===== config.mk =====
export PLATFORM = sky130hd
export DESIGN_NAME = stream_minmax_tracker
export DESIGN_NICKNAME = d
export VERILOG_FILES = /design/src/rtl/stream_minmax_tracker.sv
export SDC_FILE = /design/constraint.sdc
export NUM_CORES = 1
export LEC_CHECK = 0
export CAP_MARGIN = 10
export CORE_UTILIZATION = 51
export CTS_CLUSTER_DIAMETER = 100
export DETAILED_ROUTE_END_ITERATION = 10
export GPL_TIMING_DRIVEN = 0
export PLACE_DENSITY = 0.85
export RECOVER_POWER = 100
export SLEW_MARGIN = 15
export SYNTH_ARGS = -nofsm -noshare
export SYNTH_HDL_FRONTEND = slang
export SYNTH_SLANG_ARGS = --single-unit

===== constraint.sdc =====
create_clock -name clk -period 4.44 [get_ports clk]
set_clock_uncertainty 0.05 [all_clocks]
set_input_delay 0.888 -clock clk [delete_from_list [all_inputs] [get_ports clk]]
set_output_delay 0.888 -clock clk [all_outputs]
set_load 0.05 [all_outputs]

===== src/rtl/stream_minmax_tracker.sv =====
// stream_minmax_tracker
// Frame-based running max/min tracker built around one external combinational
// 8-bit comparator. Every ordering decision is taken from the comparator
// flags; no magnitude compare is done here. One {max, min, ties} result is
// presented per frame of FRAME_LEN samples.
module stream_minmax_tracker #(
  parameter int unsigned FRAME_LEN = 16,
  parameter int unsigned CNT_W     = 5
) (
  input  logic             clk,
  input  logic             rst,
  input  logic [7:0]       in_data,
  input  logic             in_valid,
  output logic             in_ready,
  output logic [7:0]       cmp_a,
  output logic [7:0]       cmp_b,
  input  logic             cmp_agb,
  input  logic             cmp_bga,
  input  logic             cmp_aeb,
  output logic [7:0]       out_max,
  output logic [7:0]       out_min,
  output logic [CNT_W-1:0] out_ties,
  output logic             out_valid,
  input  logic             out_ready,
  output logic             cmp_err
);

  localparam int unsigned DATA_W = 8;

  localparam logic [2:0] S_IDLE    = 3'd0;
  localparam logic [2:0] S_CAPT    = 3'd1;
  localparam logic [2:0] S_CMP_MAX = 3'd2;
  localparam logic [2:0] S_CMP_MIN = 3'd3;
  localparam logic [2:0] S_OUT     = 3'd4;

  localparam logic [CNT_W-1:0] LAST_CNT    = CNT_W'(FRAME_LEN);
  localparam logic [CNT_W-1:0] ONE_CNT     = CNT_W'(1);
  localparam logic             SINGLE_SAMP = (FRAME_LEN == 32'd1);

  logic [2:0]        state_q,  state_d;
  logic [DATA_W-1:0] sample_q, sample_d;
  logic [DATA_W-1:0] max_q,    max_d;
  logic [DATA_W-1:0] min_q,    min_d;
  logic [CNT_W-1:0]  cnt_q,    cnt_d;
  logic [CNT_W-1:0]  ties_q,   ties_d;
  logic              err_q,    err_d;

  logic [2:0]        flags_c;
  logic              flags_onehot_c;
  logic [CNT_W-1:0]  cnt_inc_c;

  // Flag legality: exactly one of AgB/BgA/AeB must be asserted during a compare
  always_comb begin
    flags_c = {cmp_agb, cmp_bga, cmp_aeb};
    flags_onehot_c = 1'b0;
    case (flags_c)
      3'b100, 3'b010, 3'b001: flags_onehot_c = 1'b1;
      default:                flags_onehot_c = 1'b0;
    endcase
  end

  assign cnt_inc_c = cnt_q + ONE_CNT;

  // Next-state and datapath update logic
  always_comb begin
    state_d  = state_q;
    sample_d = sample_q;
    max_d    = max_q;
    min_d    = min_q;
    cnt_d    = cnt_q;
    ties_d   = ties_q;
    err_d    = err_q;
    case (state_q)
      S_IDLE: begin
        if (in_valid) begin
          max_d   = in_data;
          min_d   = in_data;
          cnt_d   = ONE_CNT;
          ties_d  = '0;
          state_d = SINGLE_SAMP ? S_OUT : S_CAPT;
        end
      end
      S_CAPT: begin
        if (in_valid) begin
          sample_d = in_data;
          state_d  = S_CMP_MAX;
        end
      end
      S_CMP_MAX: begin
        if (cmp_agb) max_d = sample_q;
        if (cmp_aeb) ties_d = ties_q + ONE_CNT;
        if (!flags_onehot_c) err_d = 1'b1;
        state_d = S_CMP_MIN;
      end
      S_CMP_MIN: begin
        if (cmp_bga) min_d = sample_q;
        if (!flags_onehot_c) err_d = 1'b1;
        cnt_d   = cnt_inc_c;
        state_d = (cnt_inc_c == LAST_CNT) ? S_OUT : S_CAPT;
      end
      S_OUT: begin
        if (out_ready) state_d = S_IDLE;
      end
      default: state_d = S_IDLE;
    endcase
  end

  // State and datapath registers with synchronous reset
  always_ff @(posedge clk) begin
    if (rst) begin
      state_q  <= S_IDLE;
      sample_q <= '0;
      max_q    <= '0;
      min_q    <= '0;
      cnt_q    <= '0;
      ties_q   <= '0;
      err_q    <= 1'b0;
    end else begin
      state_q  <= state_d;
      sample_q <= sample_d;
      max_q    <= max_d;
      min_q    <= min_d;
      cnt_q    <= cnt_d;
      ties_q   <= ties_d;
      err_q    <= err_d;
    end
  end

  // Handshake and result outputs decoded from registered state
  assign in_ready  = (state_q == S_IDLE) || (state_q == S_CAPT);
  assign out_valid = (state_q == S_OUT);
  assign out_max   = max_q;
  assign out_min   = min_q;
  assign out_ties  = ties_q;
  assign cmp_err   = err_q;

  // Comparator operand mux: B follows min only while comparing against min
  assign cmp_a = sample_q;
  assign cmp_b = (state_q == S_CMP_MIN) ? min_q : max_q;

endmodule

Word-level counts from Yosys, hierarchy flattened
Index checks and enable logic that the tools add are counted.
{ "op_classes": {"bitwise_logic": 1, "eq_ne": 14, "reduce_logical": 13, "n_mux": 17, "n_addsub": 2} }
{ "op_table": {"columns": ["cell", "n"], "rows": [
  ["$mux 8", 4],
  ["$pmux 8 s2", 2],
  ["$pmux 5 s2", 2],
  ["$mux 5", 3],
  ["$pmux 3 s5", 1],
  ["$mux 3", 4],
  ["$reduce_and 3->1", 4],
  ["$add 5x1->5 const B", 2],
  ["$ne 2x2->1 const B", 5],
  ["$eq 3x2->1 const B", 3],
  ["$eq 3x1->1 const B", 2],
  ["$eq 3x3->1 const B", 2],
  ["$reduce_and 2->1", 3],
  ["$eq 5x5->1 const B", 1],
  ["$reduce_bool 2->1", 2],
  ["$logic_not 3->1", 1],
  ["$reduce_or 3->1", 1],
  ["$ne 2x1->1 const B", 1],
  ["$reduce_or 2->1", 1],
  ["$logic_or 1x1->1", 1],
  ["$mux 1", 1],
  ["$not 1->1", 1]
]} }
{ "word_totals": {"register_bits": 38, "word_cells": 54, "output_inout_bits": 40, "input_bits": 15} }

Logic depth before layout (Yosys ltp)
{ "logic_depth": {"ltp_word": 5, "ltp_mapped": 6, "ltp_nobuf": 5} }

Worst setup path before layout
No wires, ideal clock.
{ "synth_path": {"kind": "reg-to-output", "startpoint": "register state_q[2]", "endpoint": "output out_valid", "t_arrival_ns": 1.702, "stages_incl_launch_ff": 3, "path_slack_ns": 1.800, "path_buffers": 1, "t_required_ns": 3.502, "path_cell_list": "dfxtp_1 buf_2 nor3b_1"} }
{ "synth_between": {"elab_chain_len": 1} }
{ "synth_rtl": {"columns": ["element", "line_no", "text"], "rows": [
  ["from (decl)", "40", "logic [2:0] state_q, state_d;"],
  ["from (signal assigned)", "119", "state_q <= state_d;"],
  ["$eq 3x3->1", "131", "assign out_valid = (state_q == S_OUT);"],
  ["to (decl)", "23", "output logic out_valid,"]
]} }
No other way between the ends.

Worst setup path after layout
{ "layout_path": {"startpoint": "register state_q[0]", "endpoint": "output cmp_b[1]"} }
{ "layout_between": {"elab_chain_len": 2} }
{ "layout_rtl": {"columns": ["element", "line_no", "text"], "rows": [
  ["$eq 3x2->1", "139", "assign cmp_b = (state_q == S_CMP_MIN) ? min_q : max_q;"],
  ["$mux 8", "139", null],
  ["to (decl)", "16", "output logic [7:0] cmp_b,"]
]} }
No other way between the ends.

==> metrics.txt <==
setup ws final=621 ps; post-synthesis register bit count=38; RSZ-0062 raised after global routing=false; CTS tree=built; Final Hold Fails=0; Final period util=0.860; Num CTS Buffers=5; Post-synth EDFFs=0; remaining antenna violation count after routing=0; Register Area=between 700 and 800 um^2; max incr delay on CP=870 ps; total power per unit cell area=between 300 and 400 nW/um^2; hpwl dp=about 3600 um; DIE AREA=between 4000 and 5000 um^2; layout cells sized above 1=0.0584; minimum clock period=approximately 3800 ps; Vias=1864; pre-CTS WS=roughly 1300 ps; Finished Layout Cells=about 340; final estimated routing congestion in global placement=around 0.86; drt initial violations=about 130; Clock Sinks=38; Max-Cap Viols=0; # fillers=approximately 290; H-tree Lvls=2; routed wire length=~4800 um; dominant synthesized flop cell=dfxtp_1; setup bufs post-CTS=0; routed length per placed instance=between 10 and 15 um; I/O Pins=55; Largest delay share family, worst path=buffers and inverters; hold depth=2; Mean Syn Cell Area=8.34 um^2; root buffer cell=clkbuf_8; Synth Area in Adders=0.0130; CP Class=reg -> out; largest family of logic cells by synthesized area=simple AND/OR/NAND/NOR gates; number of distinct library cells after synthesis=37; area of the multi-input gates=1030 um^2; cell row count=21; simple-gate share of the synthesized area=0.253; slew margin rel.=0.460; area delta synth->final=32.6%; Tot Pwr=927 uW; pins over their slew limit=0; antenna violations before repair=0; highest clock rate=262 MHz; TNS Setup=0 ps; Post-Synth XOR/XNOR Area=0.0273; Reg2Reg Depth=6; CP required=3500 ps; Skew-Pair Late Insertion Delay=about 290 ps; WP data arrival=2880 ps; critical path depth=7; dpl cells=329; Post-Syn Nets=roughly 250; crit path capture type=primary output; mux cell area share after synthesis=0.0936; nets=307; final instance area=2550 um^2; # diodes=0; CTS resizes=0; Via density=around 5.5; fin util=0.736; # setup viols final=0; register area share after synthesis=0.395; Synth Instances=between 200 and 250; initial core utilization=0.555; status=complete, no violations; drt pass-1 iters=5; clock-pin slew on the worst setup and hold paths=around 80 ps; worst-margin pin slew=804 ps; Cell Chain, Critical Path=clkbuf_1, nand2_1, nor2_2, buf_4, nand2_1, nand2_1, dlygate4sd3_1; vias in the first global route=roughly 1700; Hold Path Class=reg -> reg; pin count of the biggest net entering global routing=12; Min Hold Slack=around 440 ps; Core Box Area=~3500 um^2; peak supply drop=roughly 0.00024 V; CP max FO=10; Die Wd=about 63 um; FFs w/ async S/R, synth=0; CP dominant cell by count=nand2_1; drc violations=0; Critical Path Source Type=flop; mapped cell area=between 1500 and 2000 um^2; Die Ht=about 63 um; Compound-Gate Fraction of Synth Area=0.162; Synth warnings=0; Longest Clk Path Bufs=2; Post-Place Cell Area=around 2500 um^2; first-pass GRT wire length=8130 um; crit path max-delay cell type=dlygate4sd3_1; Buffers on Ports=between 50 and 60; P_leak=1.03 nW; gr usage total=0.261; GR Overflow Total=0; Post-CTS Hold Fix Bufs=0; worst path buffer plus inverter count=3
==> logic make-up (layout without fill, tap and decap cells) <==
| group | after synthesis | after routing |
|---|---|---|
| AND/OR/NAND/NOR | 108 | 108 |
| buffers and inverters | 19 | 79 |
| XOR/XNOR | 6 | 6 |
| AO/OA/AOI/OAI | 40 | 40 |
| flip-flops | 38 | 38 |
| adder cells (fa/ha/maj) | 2 | 2 |
| multiplexers | 18 | 18 |
==> worst reg2reg max path, stage by stage, from the launching register on <==
cell      delay (ps)
dfxtp_1          420
clkbuf_1         380
inv_1            160
nor4b_1          310
clkbuf_1         460
mux2i_1          250
nor2_1            50
==> power by group <==
part	total (mW)	internal (mW)	leakage, nW	switching (mW)
combinational	0.293	0.0953	0.667	0.198
sequential	0.391	0.367	0.311	0.0238
clock	0.243	0.125	0.0482	0.117
==> final timing paths <==
check                          end  slack (ps)                     from
max                       cmp_b[1]         620  state_q[0]$_SDFFE_PP0P_
min           cmp_err$_SDFFE_PP0P_         440     cmp_err$_SDFFE_PP0P_
max reg2reg  cmp_a[7]$_SDFFE_PP0P_        2230  state_q[0]$_SDFFE_PP0P_
min reg2reg   cmp_err$_SDFFE_PP0P_         440     cmp_err$_SDFFE_PP0P_
==> layer usage <==
layer	up-vias	part of all wire	GRT usage
met5	-	0	0
met4	0	0.011	0.0966
met3	7	0.069	0.0471
met2	68	0.45	0.391
met1	860	0.47	0.370
li1	929	-	-
==> cell usage after synthesis, types with 2 or more instances <==
| master | number | area share |
|---|---|---|
| a211oi_1 | 9 | 0.035 |
| a21oi_1 | 6 | 0.016 |
| a311oi_1 | 6 | 0.027 |
| a311oi_2 | 2 | 0.016 |
| a31oi_1 | 4 | 0.013 |
| a41oi_1 | 2 | 0.0091 |
| and2_1 | 2 | 0.0065 |
| buf_2 | 3 | 0.0078 |
| buf_4 | 5 | 0.019 |
| buf_6 | 2 | 0.012 |
| clkbuf_1 | 7 | 0.014 |
| dfxtp_1 | 38 | 0.40 |
| ha_1 | 2 | 0.013 |
| inv_1 | 2 | 0.0039 |
| mux2i_1 | 18 | 0.094 |
| nand2_1 | 47 | 0.092 |
| nand3_1 | 6 | 0.016 |
| nand3b_1 | 2 | 0.0078 |
| nand4_1 | 3 | 0.0097 |
| nor2_1 | 35 | 0.068 |
| nor2b_1 | 3 | 0.0097 |
| nor4_1 | 4 | 0.013 |
| o21ai_0 | 4 | 0.010 |
| o31ai_1 | 2 | 0.0078 |
| xnor2_1 | 2 | 0.0091 |
| xor2_1 | 4 | 0.018 |
==> registers in the layout, summed over array words and instances (netlist names) <==
signal and flops:
cmp_err 1, state_q 3, out_max 8, out_min 8
out_ties 5, cnt_q 5, cmp_a 8
==> area by class of cell <==
type                            count  area share
Tap cell                           46      0.0225
Clock inverter                      1     0.00196
Inverter                            2     0.00294
Multi-Input combinational cell    174       0.405
Buffer                             17      0.0323
Timing Repair Buffer               52       0.204
Clock buffer                        7      0.0338
Sequential cell                    38       0.298
==> cell usage in the layout, fill, tap and decap left out, drive strengths merged, types with 3 or more instances in the layout <==
cell | synthesis | layout
clkbuf | 7 | 20
nor2b | 3 | 3
nor2 | 36 | 36
a211oi | 9 | 9
mux2i | 18 | 18
a21oi | 7 | 7
a311oi | 8 | 8
xor2 | 4 | 4
nand3 | 6 | 6
dfxtp | 38 | 38
nor4 | 4 | 4
nand2 | 47 | 47
a31oi | 4 | 4
nand4 | 3 | 3
clkdlybuf4s50 | 0 | 9
dlygate4sd3 | 0 | 43
buf | 10 | 4
o21ai | 4 | 4
Note: power is estimated with default switching activity, not from simulation.
